<file path="config.mk">
export PLATFORM = sky130hd
export DESIGN_NAME = mem_access_unit
export DESIGN_NICKNAME = d
export VERILOG_FILES = /design/src/rtl/mips_mem_pkg.sv /design/src/rtl/mem_lane_align.sv /design/src/rtl/mem_access_unit.sv
export SDC_FILE = /design/constraint.sdc
export NUM_CORES = 1
export LEC_CHECK = 0
export BUFFER_PORTS_ARGS = -buffer_cell sky130_fd_sc_hd__buf_2
export CAP_MARGIN = 20
export CORE_MARGIN = 2
export CORE_UTILIZATION = 44
export DETAILED_ROUTE_END_ITERATION = 8
export GPL_TIMING_DRIVEN = 0
export MAX_ROUTING_LAYER = met4
export PLACE_DENSITY = 0.83
export SYNTH_ARGS = -nofsm -noshare
export SYNTH_HDL_FRONTEND = slang
export SYNTH_SLANG_ARGS = --single-unit
</file>
<file path="constraint.sdc">
create_clock -name clk -period 2.1 [get_ports clk]
set_input_delay 0.42 -clock clk [delete_from_list [all_inputs] [get_ports clk]]
set_output_delay 0.42 -clock clk [all_outputs]
set_load 0.03 [all_outputs]
</file>
<file path="src/rtl/mips_mem_pkg.sv">
// Shared encodings for the MIPS MEM stage: access sizes, FSM states and memory depth.
package mips_mem_pkg;

  localparam int DEPTH_DEFAULT = 64;

  localparam logic [1:0] SIZE_BYTE = 2'b00;
  localparam logic [1:0] SIZE_HALF = 2'b01;
  localparam logic [1:0] SIZE_WORD = 2'b10;
  localparam logic [1:0] SIZE_BAD  = 2'b11;

  typedef enum logic {
    IDLE   = 1'b0,
    RMW_WR = 1'b1
  } state_e;

endpackage

</file>
<file path="src/rtl/mem_lane_align.sv">
// Little-endian lane handling: extracts/extends sub-word load data and merges
// sub-word store data into a full memory word.
module mem_lane_align
  import mips_mem_pkg::*;
(
  input  logic [1:0]  size_i,
  input  logic        unsigned_i,
  input  logic [1:0]  addr_lo_i,
  input  logic [31:0] rd_word_i,
  input  logic [31:0] st_data_i,
  output logic [31:0] load_data_o,
  output logic [31:0] merged_o
);

  logic [7:0]  byteSel;
  logic [15:0] halfSel;

  always_comb begin
    byteSel     = rd_word_i[{addr_lo_i, 3'b000} +: 8];
    halfSel     = addr_lo_i[1] ? rd_word_i[31:16] : rd_word_i[15:0];
    load_data_o = rd_word_i;
    merged_o    = st_data_i;
    case (size_i)
      SIZE_BYTE: begin
        load_data_o = unsigned_i ? {24'h000000, byteSel} : {{24{byteSel[7]}}, byteSel};
        merged_o    = rd_word_i;
        merged_o[{addr_lo_i, 3'b000} +: 8] = st_data_i[7:0];
      end
      SIZE_HALF: begin
        load_data_o = unsigned_i ? {16'h0000, halfSel} : {{16{halfSel[15]}}, halfSel};
        merged_o    = rd_word_i;
        if (addr_lo_i[1]) merged_o[31:16] = st_data_i[15:0];
        else              merged_o[15:0]  = st_data_i[15:0];
      end
      default: begin
        load_data_o = rd_word_i;
        merged_o    = st_data_i;
      end
    endcase
  end

endmodule

</file>
<file path="src/rtl/mem_access_unit.sv">
// MIPS MEM stage: address checking, loads, word stores, and two-cycle
// read-modify-write for byte/halfword stores, feeding the MEM/WB register.
module mem_access_unit
  import mips_mem_pkg::*;
#(
  parameter int DEPTH  = DEPTH_DEFAULT,
  parameter int ADDR_W = 32
) (
  input  logic              clk,
  input  logic              rst,
  input  logic              ex_valid,
  input  logic              ex_mem_read,
  input  logic              ex_mem_write,
  input  logic [1:0]        ex_size,
  input  logic              ex_unsigned,
  input  logic [ADDR_W-1:0] ex_addr,
  input  logic [31:0]       ex_store_data,
  input  logic [4:0]        ex_rd,
  input  logic              ex_reg_write,
  output logic              dm_read,
  output logic              dm_write,
  output logic [31:0]       dm_address,
  output logic [31:0]       dm_write_data,
  input  logic [31:0]       dm_read_data,
  output logic              stall,
  output logic              wb_valid,
  output logic              wb_reg_write,
  output logic [4:0]        wb_rd,
  output logic [31:0]       wb_data,
  output logic              fault
);

  localparam int IDX_W = ADDR_W - 2;

  state_e      state_q;
  logic [31:0] merge_q;
  logic        wb_valid_q;
  logic        wb_reg_write_q;
  logic [4:0]  wb_rd_q;
  logic [31:0] wb_data_q;
  logic        fault_q;

  logic [IDX_W-1:0] wordIdx;
  logic [31:0]      loadData;
  logic [31:0]      mergedWord;
  logic isMem, badSize, misaligned, outOfRange, faultC;
  logic doLoad, doWordStore, doSubStore;

  assign wordIdx    = ex_addr[ADDR_W-1:2];
  assign dm_address = 32'(wordIdx);

  mem_lane_align u_align (
    .size_i      (ex_size),
    .unsigned_i  (ex_unsigned),
    .addr_lo_i   (ex_addr[1:0]),
    .rd_word_i   (dm_read_data),
    .st_data_i   (ex_store_data),
    .load_data_o (loadData),
    .merged_o    (mergedWord)
  );

  always_comb begin
    isMem       = ex_mem_read | ex_mem_write;
    badSize     = (ex_size == SIZE_BAD);
    misaligned  = ((ex_size == SIZE_HALF) && ex_addr[0]) ||
                  ((ex_size == SIZE_WORD) && (ex_addr[1:0] != 2'b00));
    outOfRange  = (wordIdx >= IDX_W'(DEPTH));
    faultC      = ex_valid && isMem &&
                  ((ex_mem_read && ex_mem_write) || badSize || misaligned || outOfRange);
    doLoad      = ex_valid && ex_mem_read && !faultC;
    doWordStore = ex_valid && ex_mem_write && !faultC && (ex_size == SIZE_WORD);
    doSubStore  = ex_valid && ex_mem_write && !faultC && (ex_size != SIZE_WORD);
  end

  // Memory strobes are gated by reset so an RMW caught by reset never writes.
  always_comb begin
    dm_read       = 1'b0;
    dm_write      = 1'b0;
    stall         = 1'b0;
    dm_write_data = ex_store_data;
    if (rst) begin
      case (state_q)
        IDLE: begin
          dm_read  = doLoad | doSubStore;
          dm_write = doWordStore;
          stall    = doSubStore;
        end
        RMW_WR: begin
          dm_write      = 1'b1;
          dm_write_data = merge_q;
        end
        default: dm_write = 1'b0;
      endcase
    end
  end

  always_ff @(posedge clk) begin
    if (!rst) begin
      state_q        <= IDLE;
      merge_q        <= '0;
      wb_valid_q     <= 1'b0;
      wb_reg_write_q <= 1'b0;
      wb_rd_q        <= '0;
      wb_data_q      <= '0;
      fault_q        <= 1'b0;
    end else begin
      fault_q <= 1'b0;
      case (state_q)
        IDLE: begin
          wb_rd_q        <= ex_rd;
          wb_valid_q     <= ex_valid && !doSubStore;
          wb_reg_write_q <= 1'b0;
          if (faultC) begin
            fault_q <= 1'b1;
          end else if (doSubStore) begin
            merge_q <= mergedWord;
            state_q <= RMW_WR;
          end else if (doLoad) begin
            wb_data_q      <= loadData;
            wb_reg_write_q <= ex_reg_write;
          end else if (ex_valid && !isMem) begin
            wb_data_q      <= 32'(ex_addr);
            wb_reg_write_q <= ex_reg_write;
          end
        end
        RMW_WR: begin
          wb_valid_q     <= 1'b1;
          wb_reg_write_q <= 1'b0;
          wb_rd_q        <= ex_rd;
          state_q        <= IDLE;
        end
        default: state_q <= IDLE;
      endcase
    end
  end

  assign wb_valid     = wb_valid_q;
  assign wb_reg_write = wb_reg_write_q;
  assign wb_rd        = wb_rd_q;
  assign wb_data      = wb_data_q;
  assign fault        = fault_q;

endmodule

</file>
# ---- Word level (Yosys, flattened, before mapping)
# Index checks and enable logic that the tools add are counted.
dict set report classes {
  add_sub_neg 1
  n_mul 0
  div_mod_pow 0
  magnitude_cmp 1
  eq_ne 4
  shifts 3
  muxes 28
  bitwise_logic 6
  reduce_logical 26
}
# cell count
set ops {}
lappend ops {{two-way mux 32 bit} 6}
lappend ops {{one-hot mux 32 bit (2 select lines)} 2}
lappend ops {{two-way mux 16 bit} 3}
lappend ops {{bitwise mux 32 bit} 1}
lappend ops {{variable shift 8 x 7 -> 32 bit (first input constant)} 1}
lappend ops {{variable part select 32 x 6 -> 8 bit} 1}
lappend ops {{variable part select 8 x 7 -> 32 bit} 1}
lappend ops {{greater-or-equal comparator 30 x 7 -> 1 bit (second input constant)} 1}
lappend ops {{logical AND 1 bit} 13}
lappend ops {{two-way mux 1 bit} 12}
lappend ops {{one-hot mux 1 bit (2 select lines)} 4}
lappend ops {{negator 5 -> 7 bit} 1}
lappend ops {{equality test 2 bit (second input constant)} 2}
lappend ops {{logical OR 1 bit} 4}
lappend ops {{NOT 1 bit} 4}
lappend ops {{AND reduction 4 bit} 1}
lappend ops {{nonzero test 2 bit} 2}
lappend ops {{logical NOT 1 bit} 3}
lappend ops {{AND reduction 3 bit} 1}
lappend ops {{equality test 2 x 1 -> 1 bit (second input constant)} 1}
lappend ops {{logical NOT 2 bit} 1}
lappend ops {{inequality test 2 bit (second input constant)} 1}
lappend ops {{bitwise OR 1 bit} 2}
lappend ops {{OR reduction 2 bit} 1}
dict set report word_totals {
  register_bits 73
  latch_bits 0
  ramBits 0
  rom_bits 0
  in_bits 110
  out_inout_bits 107
  word_cells 76
  mem_count 0
}

# ---- Longest topological paths before layout
# Gate-level depths: netlist of run 1.
dict set report logic_depth {
  depth_word 12
  depth_mapped 9
  ltp_nobuf 7
}

# ---- Hierarchy
# A second synthesis of run 1 with hierarchy kept.
dict set report unflattened {
  hier_cells 605
  hier_area_um2 5153.7
}
# module instances cells_per_inst area_each_um2 seq_area_each_um2
set modules_own_cells {}
lappend modules_own_cells {mem_access_unit 1 370 3583.4 1461.4}
lappend modules_own_cells {mem_lane_align 1 235 1570.3 0.0}

# ---- Worst setup path before layout of run 1
# OpenSTA, ideal clock, no wires.
dict set report synth_timing {
  path_kind {input -> output}
  startpoint {in ex_addr[1]}
  endpoint {out dm_read}
  arrival_ps 2200
  required_time_ps 1680
  setup_slack_ps -520
  stages 6
  path_buffers 1
  path_cell_list {buf_2 -> inv_2 -> ha_1 -> o221a_2 -> nand3_1 -> a211oi_1}
}
dict set report synth_between {
  elab_chain_cells 12
  elab_cells_between_ends 13
  cone_classes {mux (2); bitwise (1); reduce/logical (10)}
}
# item line
set synth_rtl {}
lappend synth_rtl {{from (decl)} mem_access_unit.sv:16} ;# input logic [ADDR_W-1:0] ex_addr,
lappend synth_rtl {{nonzero test 2 bit (*)} mem_access_unit.sv:66} ;# ((ex_size == SIZE_WORD) && (ex_addr[1:0] != 2'b00));
lappend synth_rtl {{logical AND 1 bit (*)} mem_access_unit.sv:66}
lappend synth_rtl {{logical OR 1 bit (*)} mem_access_unit.sv:65} ;# misaligned = ((ex_size == SIZE_HALF) && ex_addr[0]) ||
lappend synth_rtl {{logical OR 1 bit (*) (2 in a row)} mem_access_unit.sv:69} ;# ((ex_mem_read && ex_mem_write) || badSize || misaligned || outOfRange);
lappend synth_rtl {{logical AND 1 bit (*)} mem_access_unit.sv:68} ;# faultC = ex_valid && isMem &&
lappend synth_rtl {{logical NOT 1 bit (*)} {mem_access_unit.sv:70, mem_access_unit.sv:72}}
lappend synth_rtl {{logical AND 1 bit (2 in a row)} mem_access_unit.sv:72} ;# doSubStore = ex_valid && ex_mem_write && !faultC && (ex_size != SIZE_WORD);
lappend synth_rtl {{bitwise OR 1 bit (*)} mem_access_unit.sv:84} ;# dm_read = doLoad | doSubStore;
lappend synth_rtl {{two-way mux 1 bit (*)} mem_access_unit.sv:82} ;# case (state_q)
lappend synth_rtl {{two-way mux 1 bit (*)} mem_access_unit.sv:81} ;# if (rst) begin
lappend synth_rtl {{to (decl)} mem_access_unit.sv:20} ;# output logic dm_read,
# Mark *: on every way between the ends. The rest lies on a longest branch, timed or not.

# ---- Worst setup path after layout of run 1
dict set report layout_timing {
  startpoint {in ex_addr[28]}
  endpoint {out stall}
}
dict set report layout_between {
  elab_chain_cells 8
}
# item line
set layout_rtl {}
lappend layout_rtl {{greater-or-equal comparator 30 x 7 -> 1 bit} mem_access_unit.sv:67} ;# outOfRange = (wordIdx >= IDX_W'(DEPTH));
lappend layout_rtl {{logical OR 1 bit} mem_access_unit.sv:69}
lappend layout_rtl {{logical AND 1 bit} mem_access_unit.sv:68}
lappend layout_rtl {{logical NOT 1 bit} mem_access_unit.sv:72}
lappend layout_rtl {{logical AND 1 bit (2 in a row)} mem_access_unit.sv:72}
lappend layout_rtl {{two-way mux 1 bit} mem_access_unit.sv:82}
lappend layout_rtl {{two-way mux 1 bit} mem_access_unit.sv:81}
lappend layout_rtl {{to (decl)} mem_access_unit.sv:25} ;# output logic stall,
# No other way between the ends.

==> results of run 1 <==
-- registers in the layout, summed over array words and instances (netlist names) --
name	flops
wb_reg_write	1
wb_data	32
wb_valid	1
merge_q	32
state_q	1
fault	1
wb_rd	5
-- worst max-delay path, stage by stage --
cell	delay, ns
buf_6	0.10
nor4_4	0.35
and4_4	0.31
nand3_4	0.10
buf_6	0.14
nor3_4	0.16
buf_6	0.15
-- area by class of cell --
| cell class | instances | area (sq um) | area share |
|---|---|---|---|
| plain buffers | 82 | 580.6 | 0.08105 |
| clock buffers | 9 | 225.2 | 0.03144 |
| clock inverters | 7 | 66.31 | 0.009258 |
| inverters | 9 | 50.05 | 0.006987 |
| multi-input cells | 439 | 3291 | 0.4594 |
| flip-flops and latches | 73 | 1463 | 0.2042 |
| well taps | 143 | 178.9 | 0.02498 |
| repair buffers | 234 | 1309 | 0.1827 |
-- path summary, 6_finish.rpt --
kind | startpoint | end | slack, ns
setup reg to reg | state_q$_SDFF_PP0_ | merge_q[5]$_SDFFE_PN0P_ | 0.23
hold / removal | ex_rd[1] | wb_rd[1]$_SDFF_PN0_ | 0.28
hold reg to reg | merge_q[28]$_SDFFE_PN0P_ | merge_q[28]$_SDFFE_PN0P_ | 0.45
setup / recovery | ex_addr[28] | stall | -0.05
-- timing repair --
item / CTS / global route
endpoints found under the setup margin: 55 / 81
setup buffers: 5 / 16
pin swaps: 7 / 12
gates resized for setup: 34 / 34
gates cloned: 0 / 0
-- routing by layer --
metal  part of all wire  up-vias
li1                   -     2761
met1               0.40     2793
met2               0.47      391
met3               0.11       50
met4              0.025        0
met5                  0        -
-- kinds of logic after synthesis --
family,share of synthesized area
adder cells (fa/ha/maj),0.01201
AO/OA/AOI/OAI,0.3146
buffers and inverters,0.1122
flip-flops,0.2805
AND/OR/NAND/NOR,0.2048
other,0.0007198
multiplexers,0.07517
-- cell usage in the layout (no fill, tap or decap), drive strengths merged, types with 17 or more instances in the layout --
| master | count |
|---|---|
| nor2b | 17 |
| nor2 | 40 |
| a31oi | 18 |
| nand2b | 18 |
| clkbuf | 26 |
| o31ai | 34 |
| buf | 299 |
| nand2 | 40 |
| dfxtp | 73 |
| a21oi | 61 |
| mux2 | 33 |
-- where the power goes --
group	internal, mW	leakage [nW]	switching [mW]
clock network	0.837	0.145	0.709
logic	0.403	2.43	0.700
registers	1.42	0.594	0.0174
total	2.66	3.17	1.43
==> out/results.txt, run 1 <==
synthesized cell area: 0.005210 sq mm
post-synth top area share: 0.2805
DIE WIDTH: 112.8 um
Non-Filler Instances: 996
DRT Wirelength: 19.71 mm
cell taking the most area after synthesis: dfxtp_1
post-synthesis register bit count: 73
Clk Latency, worst-skew pair: 0.34 ns
post-route clock period utilization: 1.025
# rows: 39
synth cell count leaders: 73 x dfxtp_1, 41 x a21oi_1, 39 x buf_4, 39 x nand2_1, 39 x nor2_1
DP Area: 0.006504 sq mm
Pre-Repair DR Iteration Count: 8
gpl congestion: 1.010
DP Cell Count: 960
final core occ: 0.6247
Root Buffer: clkbuf_16
Starting Density: 0.4543
Worst EP arrival: 1.73 ns
most frequent cell after synthesis: dfxtp_1
Avg WL per Cell: 19.79 um
dpl ws: -0.4957 ns
register area share after synthesis: 0.2805
min-delay worst type: input port to flop
worst slew pin tran: 0.6973 ns
# Max-Cap Violations: 0
Slew Limit Headroom: 0.5334
grt met1 use: 0.3734
RSZ-0062 raised after global routing: true
H-tree depth: 3
Overflow after GRT: 0
Power per Cell Area: 570.8 mW/mm^2
# fillers: 1016
pins over their slew limit: 0
FFs w/ async S/R, synth: 0
gr busiest metal: met2
initial antenna violation count: 0
CTS tree: yes
Detail Placement HPWL: 15.24 mm
maximum vdd ir drop: 0.0005224 V
hold path cells: 2
Setup Crit Path Kind: input port to output port
Vias/cell: 6.019
TNS Setup: -0.1303 ns
Synth Flop Type: dfxtp_1
share of layout cells above drive strength 1: 0.4842
failing checks: negative setup slack
Syn. warnings: 0
CORE AREA: 0.01147 sq mm
Mapped Cells: 603
Finished Cell Area: 0.007163 sq mm
largest net degree at the start of global routing: 17
vias in the first global route: 5552
Fin. Hold Viols: 0
Total Routing Usage GR: 0.3006
Clock Sinks: 73
Worst Reg-to-Reg Cells: 5
Die Height: 112.8 um
outcome: finished, violations left
Total Nets Final: 963
worst path required time: 1.68 ns
register clock-pin slew on the reported worst setup and hold paths: 0.06 ns
hold_ws: 0.2823 ns
Period minus WS final: 2.152 ns
number of port buffers: 213
Max Clock Skew: 0.01194 ns
first-pass GRT wire length: 29.36 mm
met3 GRT Util: 0.06588
Synth-to-Final Area Change: 37.49%
post-route ant nets: 0
Crit Path Max Fanout: 4
critical path capture point type: output port
met2 Resource Use GR: 0.4930
top post-synthesis cells by area: dfxtp_1 28%, mux2_2 7.1%, buf_4 5.6%
Netlist cell types: 63
Fmax: 0.4648 GHz
clk buf depth: 2
Leak: 3.174 nW
Post-synth EDFFs: 0
Hold Buf Count CTS: 0
n_diodes: 0
startpoint types: input port
total vias in the final route: 5995
Pwr Total: 4.089 mW
die area: 0.01273 sq mm
syn_area_per_cell: 8.640 sq um
DR iter-0 viols: 637
drt drc: 0
final setup violation count: 3
setup slack after layout: -0.05153 ns
total CTS buffers: 9
I/O Pins: 217
Note: power is estimated with default switching activity, not from simulation.
==> run 2: changes to the inputs <==
- PLACE_DENSITY: 0.83 -> 0.84
==> run 2 against run 1 <==
  * The flow still finishes with violations (negative setup slack)
  * Register-to-register slack worse by 0.12 ns
  * Sequential cell count unchanged
  * Global-route usage is 0.86 points higher
  * Hold slack got worse by 0.010 ns
  * Power grew 0.96%
  * Design area shrank 0.89%
  * Sequential share of layout area up 0.18 points
  * Die area unchanged
  * Clock skew is 0.0073 ns lower
  * Critical path type unchanged
  * Highest routed layer unchanged
==> out/results.txt, run 2 (synthesis results as in run 1) <==
H-tree depth: 3
commonest cells after routing, fill and taps aside: 216 x buf_2, 72 x dfxtp_1, 55 x buf_4
Period minus WS final: 2.165 ns
Fmax: 0.4620 GHz
share of layout cells above drive strength 1: 0.4829
Total Nets Final: 959
area of the multi-input gates: 0.003277 sq mm
Vias/cell: 6.079
failing checks: negative setup slack
n_diodes: 0
Setup Crit Path Kind: input port to output port
CTS tree: yes
Detail Placement HPWL: 15.33 mm
# rows: 39
initial antenna violation count: 0
Starting Density: 0.4543
post-route ant nets: 0
Total Routing Usage GR: 0.3093
worst path required time: 1.68 ns
Worst Path Buf+Inv: 3
setup slack after layout: -0.06458 ns
final core occ: 0.6191
number of port buffers: 213
Worst EP arrival: 1.74 ns
register clock-pin slew on the reported worst setup and hold paths: 0.06 ns
die area: 0.01273 sq mm
Fin. Hold Viols: 0
total CTS buffers: 9
worst slew pin tran: 0.7166 ns
Finished Cell Area: 0.007099 sq mm
Root Buffer: clkbuf_16
Clock Sinks: 73
largest net degree at the start of global routing: 15
first-pass GRT wire length: 29.97 mm
vias in the first global route: 5592
DRT Wirelength: 20.05 mm
pins over their slew limit: 0
slowest CP cell: and2_1
critical path's top delay family: simple AND/OR/NAND/NOR gates
outcome: finished, violations left
post-route clock period utilization: 1.031
Die Height: 112.8 um
Overflow after GRT: 0
DR iter-0 viols: 522
Pre-Repair DR Iteration Count: 6
FF/Latch Area: 0.001463 sq mm
gpl congestion: 0.9800
total vias in the final route: 6030
Slew Limit Headroom: 0.5222
Avg WL per Cell: 20.21 um
I/O Pins: 217
startpoint types: input port
Synth-to-Final Area Change: 36.26%
# Max-Cap Violations: 0
maximum vdd ir drop: 0.0008704 V
clk buf depth: 2
DP Area: 0.006504 sq mm
critical path capture point type: output port
DIE WIDTH: 112.8 um
CP most frequent cell: buf_2
min-delay worst type: input port to flop
Crit Path Max Fanout: 10
worst-path cell chain: buf_2 -> buf_2 -> a22oi_1 -> and2_1 -> nand3_4 -> nor3_2 -> o21a_2 -> buf_6
Clk Latency, worst-skew pair: 0.35 ns
drt drc: 0
Power per Cell Area: 581.5 mW/mm^2
Leak: 3.140 nW
final setup violation count: 5
Slowest Stage Delay on Critical Path: 0.28 ns
Max Clock Skew: 0.004594 ns
CORE AREA: 0.01147 sq mm
RSZ-0062 raised after global routing: true
# fillers: 982
most common cell after layout, fill and taps aside: buf_2
==> run 2: path summary, 6_finish.rpt <==
check	start	to	slack, ns	cells after the start
max reg2reg	state_q$_SDFF_PP0_	merge_q[7]$_SDFFE_PN0P_	0.11	5
max	ex_size[0]	dm_write	-0.06	8
min	ex_rd[4]	wb_rd[4]$_SDFF_PN0_	0.27	2
min reg2reg	merge_q[24]$_SDFFE_PN0P_	merge_q[24]$_SDFFE_PN0P_	0.45	2
==> run 2: worst register-to-register path, cell delays in order (launching register included) <==
cell      delay (ns)
dfxtp_2         0.37
nor3b_1         0.47
nand4_2         0.30
clkbuf_1        0.34
a221oi_1        0.30
nor3_1          0.07
==> run 2: layout make-up <==
type	count	share of cell area
Buffer	82	0.08301
Clock buffer	9	0.03172
Clock inverter	7	0.01075
Inverter	9	0.005992
Multi-Input combinational cell	439	0.4616
Sequential cell	73	0.2060
Tap cell	143	0.02520
Timing Repair Buffer	230	0.1757
==> run 2: metrics by stage <==
stage / setup WS, ns / total power [mW] / TNS [ns] / cells / hold WS, ns
floorplan: 0.01547 / 2.116 / 0 / 604 / 0.4294
global placement: -0.4401 / 2.498 / -24.97 / 960 / 0.4387
detailed placement: -0.4706 / 2.504 / -25.72 / 960 / 0.4422
CTS: -0.07121 / 4.095 / -0.1398 / 982 / 0.2700
global route: -0.1039 / 4.238 / -0.2786 / 992 / 0.2832
finish: -0.06458 / 4.128 / -0.1287 / 992 / 0.2720
==> run 2: report_power, final <==
part	switching [mW]	internal, mW	total [mW]
sequential	0.0180	1.42	1.44
combinational	0.701	0.395	1.10
clock	0.661	0.930	1.59
==> run 2: repair_timing <==
action                                  CTS  global route
resized for setup                        35            16
hold buffers                              0             0
endpoints found under the setup margin   56            59
buffers inserted                          7            10
pin swaps                                 9             7
==> run 2: per-layer routing <==
metal | GRT usage | vias up | wire [um]
met5 | - | - | 0
met4 | 0.1211 | 0 | 616
met3 | 0.06535 | 58 | 2152
met2 | 0.5046 | 412 | 9445
met1 | 0.3748 | 2815 | 7835
li1 | - | 2745 | -
